`src/rtl/fifo_reader_pkg.sv`:
```
// Shared definitions for the FIFO read-side controller: FSM encodings and default sizing.
package fifo_reader_pkg;

    localparam int STATE_W        = 2;
    localparam int DEF_BITNUMBER  = 8;
    localparam int DEF_RD_LATENCY = 2;
    localparam int DEF_SKID_DEPTH = 4;

    typedef enum logic [STATE_W-1:0] {
        IDLE  = 2'd0,
        RUN   = 2'd1,
        HOLD  = 2'd2,
        FLUSH = 2'd3
    } state_t;

endpackage

```
`src/rtl/fifo_reader_skid.sv`:
```
// Circular skid buffer that absorbs words returned by the FIFO read pipeline.
module fifo_reader_skid
    import fifo_reader_pkg::*;
#(
    parameter int BITNUMBER  = DEF_BITNUMBER,
    parameter int SKID_DEPTH = DEF_SKID_DEPTH,
    localparam int PTR_W     = $clog2(SKID_DEPTH),
    localparam int CNT_W     = PTR_W + 1
) (
    input  logic                 clk,
    input  logic                 reset,
    input  logic                 push,
    input  logic [BITNUMBER-1:0] push_data,
    input  logic                 pop,
    output logic [BITNUMBER-1:0] head_data,
    output logic [CNT_W-1:0]     count
);

    logic [BITNUMBER-1:0] mem [SKID_DEPTH];
    logic [PTR_W-1:0]     wr_ptr;
    logic [PTR_W-1:0]     rd_ptr;

    always_ff @(posedge clk) begin
        if (reset) begin
            wr_ptr <= '0;
            rd_ptr <= '0;
            count  <= '0;
            for (int i = 0; i < SKID_DEPTH; i++) begin
                mem[i] <= '0;
            end
        end else begin
            if (push) begin
                mem[wr_ptr] <= push_data;
                wr_ptr      <= wr_ptr + 1'b1;
            end
            if (pop) begin
                rd_ptr <= rd_ptr + 1'b1;
            end
            // Push and pop together leave the occupancy unchanged.
            case ({push, pop})
                2'b10:   count <= count + 1'b1;
                2'b01:   count <= count - 1'b1;
                default: count <= count;
            endcase
        end
    end

    assign head_data = mem[rd_ptr];

endmodule

```
`src/rtl/fifo_reader.sv`:
```
// Drains the FIFO with credit-limited pops and presents returned words on a valid/ready stream.
// Optional FIFO_READER_STATS_EN adds words_out / stall_cycles counters.
//
// state | meaning
// IDLE  | no activity; waits for enable with a non-empty FIFO
// RUN   | issuing pops while credit, empty and last-word rules allow
// HOLD  | credit exhausted; waits for the skid buffer to drain
// FLUSH | enable dropped; no pops, waits for in-flight and buffered words to leave
module fifo_reader
    import fifo_reader_pkg::*;
#(
    parameter int BITNUMBER  = DEF_BITNUMBER,
    parameter int RD_LATENCY = DEF_RD_LATENCY,
    parameter int SKID_DEPTH = DEF_SKID_DEPTH
) (
    input  logic                 clk,
    input  logic                 reset,
    input  logic                 enable,
    input  logic                 fifo_empty,
    input  logic                 fifo_almost_empty,
    input  logic                 fifo_rd_error,
    input  logic [BITNUMBER-1:0] fifo_data,
    output logic                 fifo_rd,
    output logic [BITNUMBER-1:0] out_data,
    output logic                 out_valid,
    input  logic                 out_ready,
    output logic                 busy,
    output logic                 rd_err
`ifdef FIFO_READER_STATS_EN
    ,
    output logic [15:0]          words_out,
    output logic [15:0]          stall_cycles
`endif
);

    localparam int CNT_W = $clog2(SKID_DEPTH) + 1;
    localparam int SUM_W = CNT_W + 2;

    state_t                state;
    logic [RD_LATENCY-1:0] in_flight;
    logic [CNT_W-1:0]      skid_count;
    logic [SUM_W-1:0]      outstanding;
    logic                  capture;
    logic                  pop;
    logic                  credit_ok;
    logic                  can_issue;
    logic                  drained;

    assign capture   = in_flight[RD_LATENCY-1];
    assign out_valid = (skid_count != '0);
    assign pop       = out_valid & out_ready;
    assign busy      = (state != IDLE) || (in_flight != '0);

    // Words already owed to the buffer, counting the pop on the wire now and
    // releasing the slot handed downstream this cycle, so a steady stream needs no bubble.
    always_comb begin
        outstanding = SUM_W'(skid_count) + SUM_W'($countones(in_flight))
                    + SUM_W'(fifo_rd) - SUM_W'(pop);
        credit_ok   = outstanding < SUM_W'(SKID_DEPTH);
        can_issue   = enable && credit_ok && !fifo_empty
                    && !(fifo_almost_empty && fifo_rd);
        drained     = (in_flight == '0) && (skid_count == '0) && !fifo_rd;
    end

    always_ff @(posedge clk) begin
        if (reset) begin
            state     <= IDLE;
            fifo_rd   <= 1'b0;
            in_flight <= '0;
            rd_err    <= 1'b0;
        end else begin
            in_flight <= (in_flight << 1) | RD_LATENCY'(fifo_rd);
            if (fifo_rd_error) begin
                rd_err <= 1'b1;
            end
            case (state)
                IDLE: begin
                    fifo_rd <= 1'b0;
                    if (enable && !fifo_empty) begin
                        state   <= RUN;
                        fifo_rd <= can_issue;
                    end
                end
                RUN: begin
                    if (!enable) begin
                        state   <= FLUSH;
                        fifo_rd <= 1'b0;
                    end else if (fifo_empty && drained) begin
                        state   <= IDLE;
                        fifo_rd <= 1'b0;
                    end else if (!credit_ok) begin
                        state   <= HOLD;
                        fifo_rd <= 1'b0;
                    end else begin
                        fifo_rd <= can_issue;
                    end
                end
                HOLD: begin
                    fifo_rd <= 1'b0;
                    if (!enable) begin
                        state <= FLUSH;
                    end else if (credit_ok) begin
                        state   <= RUN;
                        fifo_rd <= can_issue;
                    end
                end
                FLUSH: begin
                    fifo_rd <= 1'b0;
                    if (drained) begin
                        state <= IDLE;
                    end
                end
                default: begin
                    state   <= IDLE;
                    fifo_rd <= 1'b0;
                end
            endcase
        end
    end

    fifo_reader_skid #(
        .BITNUMBER  (BITNUMBER),
        .SKID_DEPTH (SKID_DEPTH)
    ) u_skid (
        .clk       (clk),
        .reset     (reset),
        .push      (capture),
        .push_data (fifo_data),
        .pop       (pop),
        .head_data (out_data),
        .count     (skid_count)
    );

`ifdef FIFO_READER_STATS_EN
    always_ff @(posedge clk) begin
        if (reset) begin
            words_out    <= '0;
            stall_cycles <= '0;
        end else begin
            if (pop) begin
                words_out <= words_out + 1'b1;
            end
            if (out_valid && !out_ready && (stall_cycles != 16'hFFFF)) begin
                stall_cycles <= stall_cycles + 1'b1;
            end
        end
    end
`endif

endmodule

```
`config.mk`:
```
export PLATFORM = sky130hd
export DESIGN_NAME = fifo_reader
export DESIGN_NICKNAME = d
export VERILOG_FILES = /design/src/rtl/fifo_reader_pkg.sv /design/src/rtl/fifo_reader_skid.sv /design/src/rtl/fifo_reader.sv
export SDC_FILE = /design/constraint.sdc
export NUM_CORES = 1
export LEC_CHECK = 0
export CAP_MARGIN = 0
export CORE_ASPECT_RATIO = 1.25
export CORE_MARGIN = 2
export CORE_UTILIZATION = 55
export DETAILED_ROUTE_END_ITERATION = 7
export PLACE_DENSITY = 0.86
export SYNTH_ARGS = -nofsm -noshare
export SYNTH_HDL_FRONTEND = slang
export SYNTH_HIERARCHICAL = 1
export SYNTH_SLANG_ARGS = --single-unit
```
`constraint.sdc`:
```
create_clock -name clk -period 4.2 [get_ports clk]
set_clock_uncertainty 0.1 [all_clocks]
set_input_delay 0.84 -clock clk [delete_from_list [all_inputs] [get_ports clk]]
set_output_delay 0.84 -clock clk [all_outputs]
set_load 0.01 [all_outputs]
```
After elaboration in Yosys (flattened, before gate mapping)
Memory sizes are Yosys's and may differ from the RTL's. A register that Yosys moved wholly into a read port is not among the register bits.
Index checks and enable logic that the tools add are counted.
{"block": "op_classes", "n_addsub": 8, "n_eq_ne": 9, "magnitude_cmp": 1, "bitwise": 2, "mux": 25, "reduce_logical": 21}
{"op": "$mux W2", "count": 10}
{"op": "$mux W1", "count": 11}
{"op": "$logic_and A1 B1 Y1", "count": 8}
{"op": "$mux W8", "count": 1}
{"op": "$pmux W2 S4", "count": 1}
{"op": "$reduce_or A8 Y1", "count": 1}
{"op": "$eq A2 B2 Y1 const B", "count": 3}
{"op": "$pmux W3 S2", "count": 1}
{"op": "$reduce_bool A2 Y1", "count": 3}
{"op": "$add A4 B1 Y5", "count": 1}
{"op": "$lt A5 B3 Y1 const B", "count": 1}
{"op": "$sub A5 B1 Y5", "count": 1}
{"op": "$add A2 B1 Y2 const B", "count": 2}
{"op": "$add A3 B2 Y4", "count": 1}
{"op": "$eq A2 B1 Y1 const B", "count": 2}
{"op": "$logic_not A2 Y1", "count": 2}
{"op": "$ne A2 B2 Y1 const B", "count": 2}
{"op": "$ne A4 B4 Y1 const B", "count": 1}
{"op": "$pmux W1 S4", "count": 1}
{"op": "$reduce_and A4 Y1", "count": 1}
{"op": "$add A3 B1 Y3 const B", "count": 1}
{"op": "$logic_not A1 Y1", "count": 3}
{"op": "$logic_not A3 Y1", "count": 1}
{"op": "$ne A3 B3 Y1 const B", "count": 1}
{"op": "6 further kinds", "count": 6}
{"block": "totals", "memories": 1, "wordCells": 74, "ramBits": 32, "ff_bits": 13}
{"memory": "u_skid.mem", "depth": 4, "word_bits": 8, "rd": 1, "rd_clocked_by_memory_dff": 1, "wr": 4, "line_no": "fifo_reader_skid.sv:19", "text": "logic [BITNUMBER-1:0] mem [SKID_DEPTH];"}

Longest topological paths before layout
{"block": "logic_depth", "word_depth": 12, "mapped_depth": 12}

Hierarchy
Netlist, hierarchy kept.
{"module": "fifo_reader_skid", "area_per_inst_um2": 1810.5, "instances": 1, "cells_each": 121}
{"module": "fifo_reader", "area_per_inst_um2": 556.8, "instances": 1, "cells_each": 71}

Worst setup path before layout
No wires, ideal clock.
{"block": "synth_timing", "kind": "input-to-reg", "start": "in out_ready", "end": "reg state[1]", "stages": 11, "required_time_ps": 4030, "setup_time_ps": 70, "t_arrival_ps": 3087, "path_slack_ps": 943, "path_buffers": 0, "cell_sequence": "nor2b_1 > ha_1 > fa_1 > inv_1 > ha_1 > nand3b_1 > nand2_1 > a211oi_2 > o31ai_1 > or4_1 > a21oi_1"}
{"block": "synth_between", "elab_chain_len": 5, "word_cells_on_any_way": 6, "cone_classes": "add/sub (1); order compare (1); eq/ne (2); bitwise (1); reduce/logical (1)"}
{"item": "from (decl)", "line_no": "fifo_reader.sv:26", "text": "input logic out_ready,"}
{"item": "$and A1 B1 Y1 *", "line_no": "fifo_reader.sv:51", "text": "assign pop = out_valid & out_ready;"}
{"item": "$sub A5 B1 Y5 *", "line_no": "fifo_reader.sv:58", "text": "+ SUM_W'(fifo_rd) - SUM_W'(pop);"}
{"item": "$lt A5 B3 Y1 *", "line_no": "fifo_reader.sv:59", "text": "credit_ok = outstanding < SUM_W'(SKID_DEPTH);"}
{"item": "$ne A4 B4 Y1 (no source line) or $ne A3 B3 Y1 (tied branches)"}
{"item": "$reduce_and A4 Y1 (no source line) *"}
{"item": "to (signal assigned)", "line_no": "fifo_reader.sv:67", "text": "state <= IDLE;"}
{"item": "to (signal assigned)", "line_no": "fifo_reader.sv:80", "text": "state <= RUN;"}
{"item": "to (signal assigned)", "line_no": "fifo_reader.sv:86", "text": "state <= FLUSH;"}
{"item": "to (decl)", "line_no": "fifo_reader.sv:39", "text": "state_t state;"}
Mark *: on every way between the ends. The rest lies on a longest branch, timed or not.
A chain may end at the register's enable or synchronous reset.

Final worst setup path
{"block": "layout_timing", "start": "in out_ready", "end": "reg state[1]"}
{"block": "layout_between", "elab_chain_len": 5, "word_cells_on_any_way": 6, "cone_classes": "add/sub (1); order compare (1); eq/ne (2); bitwise (1); reduce/logical (1)"}
{"item": "$and A1 B1 Y1 *", "line_no": "fifo_reader.sv:51"}
{"item": "via pop", "line_no": "fifo_reader.sv:44", "text": "logic pop;"}
{"item": "$sub A5 B1 Y5 *", "line_no": "fifo_reader.sv:58"}
{"item": "$lt A5 B3 Y1 *", "line_no": "fifo_reader.sv:59"}
{"item": "$ne A4 B4 Y1 (no source line) or $ne A3 B3 Y1 (tied branches)"}
{"item": "$reduce_and A4 Y1 (no source line) *"}
Mark *: on every way through the listed nets, which the timed path passes. The rest lies on a longest branch.

==> reports/results.ini <==
[critical_path]
slowest_delay_ps = 520
worstPathMaxFanout = 4
cpMostUsedCell = ha_1
cp-start-kind = primary input
reg2regPathDepth = 12
cpMaxStageDelayCell = or4_1
worst_setup_path_end_kind = flop
crit_path_cell_trace = clkdlybuf4s50_1 > nor2b_1 > ha_1 > fa_1 > inv_1 > ha_1 > nand3b_1 > nand2_1 > a211oi_2 > o31ai_1 > or4_1 > a21oi_1
cp.arrival_ps = 3780
cp_data_required_time_ps = 4330
crit_type = in2reg

[cells_and_area]
final_cell_mix = 32 x and2_1, 32 x edfxtp_1, 26 x clkdlybuf4s50_1, 19 x inv_1, 16 x nor2_1
finalNetCount = 251
multiInputGateArea_sq_um = 1010
seqCellArea_sq_um = 1260
areaGrowthSynthToFinish_pct = 17.0
diodes = 0
final_cells = 279
drive_gt1_share_pct = 11.2
nFillCells = 334

[global_route]
grt_max_degree = 16
grt_pass1_vias = 1527
antenna_found_initial = 0
grt_pass1_wl_mm = 6.87
grt.overflow.total = 0
grt_usage_pct = 18.4

[route]
viasPerCell = 5.43
wire_per_inst_microns = 14.9
wl_met3_microns = 167
drtIter0Drc = 47
wl_met1_mm = 1.63
ant_nets = 0
maxUsedRoutingLayer = met4
drc_errors = 0
wirelength_mm = 4.17
dr.pass1.iters = 4
wl_met2_mm = 2.28
vias = 1516

[pwr]
vdd_drop_max_mv = 0.219
powerDensity_nw_per_um2 = 340
p_leak_nw = 1.01

[logic_synthesis]
yosys.cell_types.count = 36
synth.avg_cell_area_sq_um = 12.3
syn_nets = 221
syn_inst = 192
seq_area_frac_synth_pct = 53.3
yosysWarnings = 6
synth_seq_cells = 47
synth_area_sq_um = 2370

[clocking]
cts_tree = yes
clkSinkCount = 47
cts_setup_buffers = 0
cts_root_buf = clkbuf_8
clock_path_buffers = 2
htree_levels = 2
clock_latency_ps = 290
cts_buffers = 5
cts_hold_buf = 0
post_cts_resized = 0
clkTransAtPathRegs_ps = 80

[sta]
max_freq_ghz = 0.274
slew-limit-headroom_pct = 38.4
drv_slew = 0
finalSetupViolCount = 0
worstMarginPinSlew_ps = 921
fin_crit_sh_pct = 86.8
period_minus_slack_ps = 3650
worst_slack_ps = 554
setup_tns_ps = 0
hold_viol_final = 0
rsz0062_at_grt = no

[placement]
io_buffers = 26
place_hpwl_mm = 3.02
dp.cells = 271
gp_congestion = 0.869
pre_cts_ws_ps = 277

[min_path]
hp-class = reg2reg
hold_depth = 2

[floorplan]
die_h_microns = 77.4
num_io_pins = 27
die-area_sq_um = 4850
core_area_sq_um = 4100
start_util_pct = 57.8
fp.dieW_microns = 62.7
fp-row-count = 26

[run_status]
status = finished clean

[job]
drv_cap = 0

==> metal layers <==
metal / vias up / global-route usage [%]
met5: - / 0
met2: 40 / 35.2
li1: 728 / -
met4: 0 / 8.22
met1: 739 / 20.1
met3: 9 / 2.46
==> critical path: cells and delay by family <==
kind / cells / cell delay, ps
and+or+nand+nor: 4 / 1010
adders and majority gates: 3 / 890
buffers and inverters: 2 / 510
AOI/OAI and AO/OA: 3 / 520
==> final cells by class <==
type	instances	area share, %
Clock inverter	3	0.723
Tap cell	56	2.53
Sequential cell	47	45.5
Inverter	19	2.57
Timing Repair Buffer	27	9.67
Clock buffer	5	2.48
Multi-Input combinational cell	122	36.5
==> cells in the mapped netlist <==
library cell  instances  area [sq um]
o311a_2               1          11.3
nor3b_4               1          18.8
nand3b_1              2          15.0
o21bai_1              3          22.5
or3_1                 2          12.5
nand2b_4              1          13.8
o211ai_1              1          7.51
buf_2                 1          5.00
nand2b_1              1          6.26
a21oi_1               4          20.0
nor2_1               16          60.1
buf_4                 2          15.0
o31ai_1               2          15.0
a31o_2                2          17.5
nor3_1                2          10.0
nor2_2                1          6.26
a22o_1                1          8.76
clkbuf_1              1          3.75
a31oi_1               1          6.26
and2_1               32           200
nand3_1               3          15.0
ha_1                 12           150
mux4_2                8           180
nor4_1                1          6.26
xor2_1                4          35.0
inv_1                19          71.3
nor3_4                2          32.5
o21ai_0               3          15.0
nor2b_1               2          12.5
or4_1                 1          7.51
a211oi_2              1          12.5
fa_1                  2          40.0
xnor2_1               3          26.3
nand2_1               7          26.3
dfxtp_1              15           300
edfxtp_1             32           961
==> registers in the layout, summed over array words and instances (netlist names), named ones only <==
name and count:
u_skid/wr_ptr 2, in_flight 2, state 2, u_skid/rd_ptr 2
rd_err 1, u_skid/count 3, fifo_rd 1, u_skid/mem 32
==> where the power goes <==
| group | switching, W | leakage, nW | internal, W | total, W |
|---|---|---|---|---|
| logic | 0.0000714 | 0.513 | 0.0000775 | 0.000149 |
| registers | 0.0000149 | 0.452 | 0.000513 | 0.000528 |
| clock network | 0.000150 | 0.0418 | 0.000116 | 0.000266 |
| total | 0.000236 | 1.01 | 0.000707 | 0.000943 |
==> final timing paths <==
kind / from / endpoint / slack (ps)
min: rd_err / rd_err / 390
min reg2reg: rd_err / rd_err / 390
max reg2reg: u_skid/count[1] / state[1] / 850
max: out_ready / state[1] / 550
==> metrics by stage <==
step | area, sq um | hold WS, ps | total power, W | util [%]
6_report | 2770 | 388 | 0.000943 | 67.6
5_1_grt | 2770 | 409 | 0.000981 | 67.6
4_1_cts | 2770 | 387 | 0.000951 | 67.6
3_5_place_dp | 2680 | 362 | 0.000688 | 65.4
3_3_place_gp | 2680 | 363 | 0.000684 | 65.4
2_1_floorplan | 2370 | 351 | 0.000625 | -
==> cells by family after synthesis <==
kind of cell | synth area share [%]
simple gates | 18.7
flops | 53.3
buf+inv | 4.02
compound gates | 5.76
fa+ha+maj | 8.03
mux | 7.61
xor+xnor | 2.59
No activity file was read; power rests on OpenSTA's default activity.
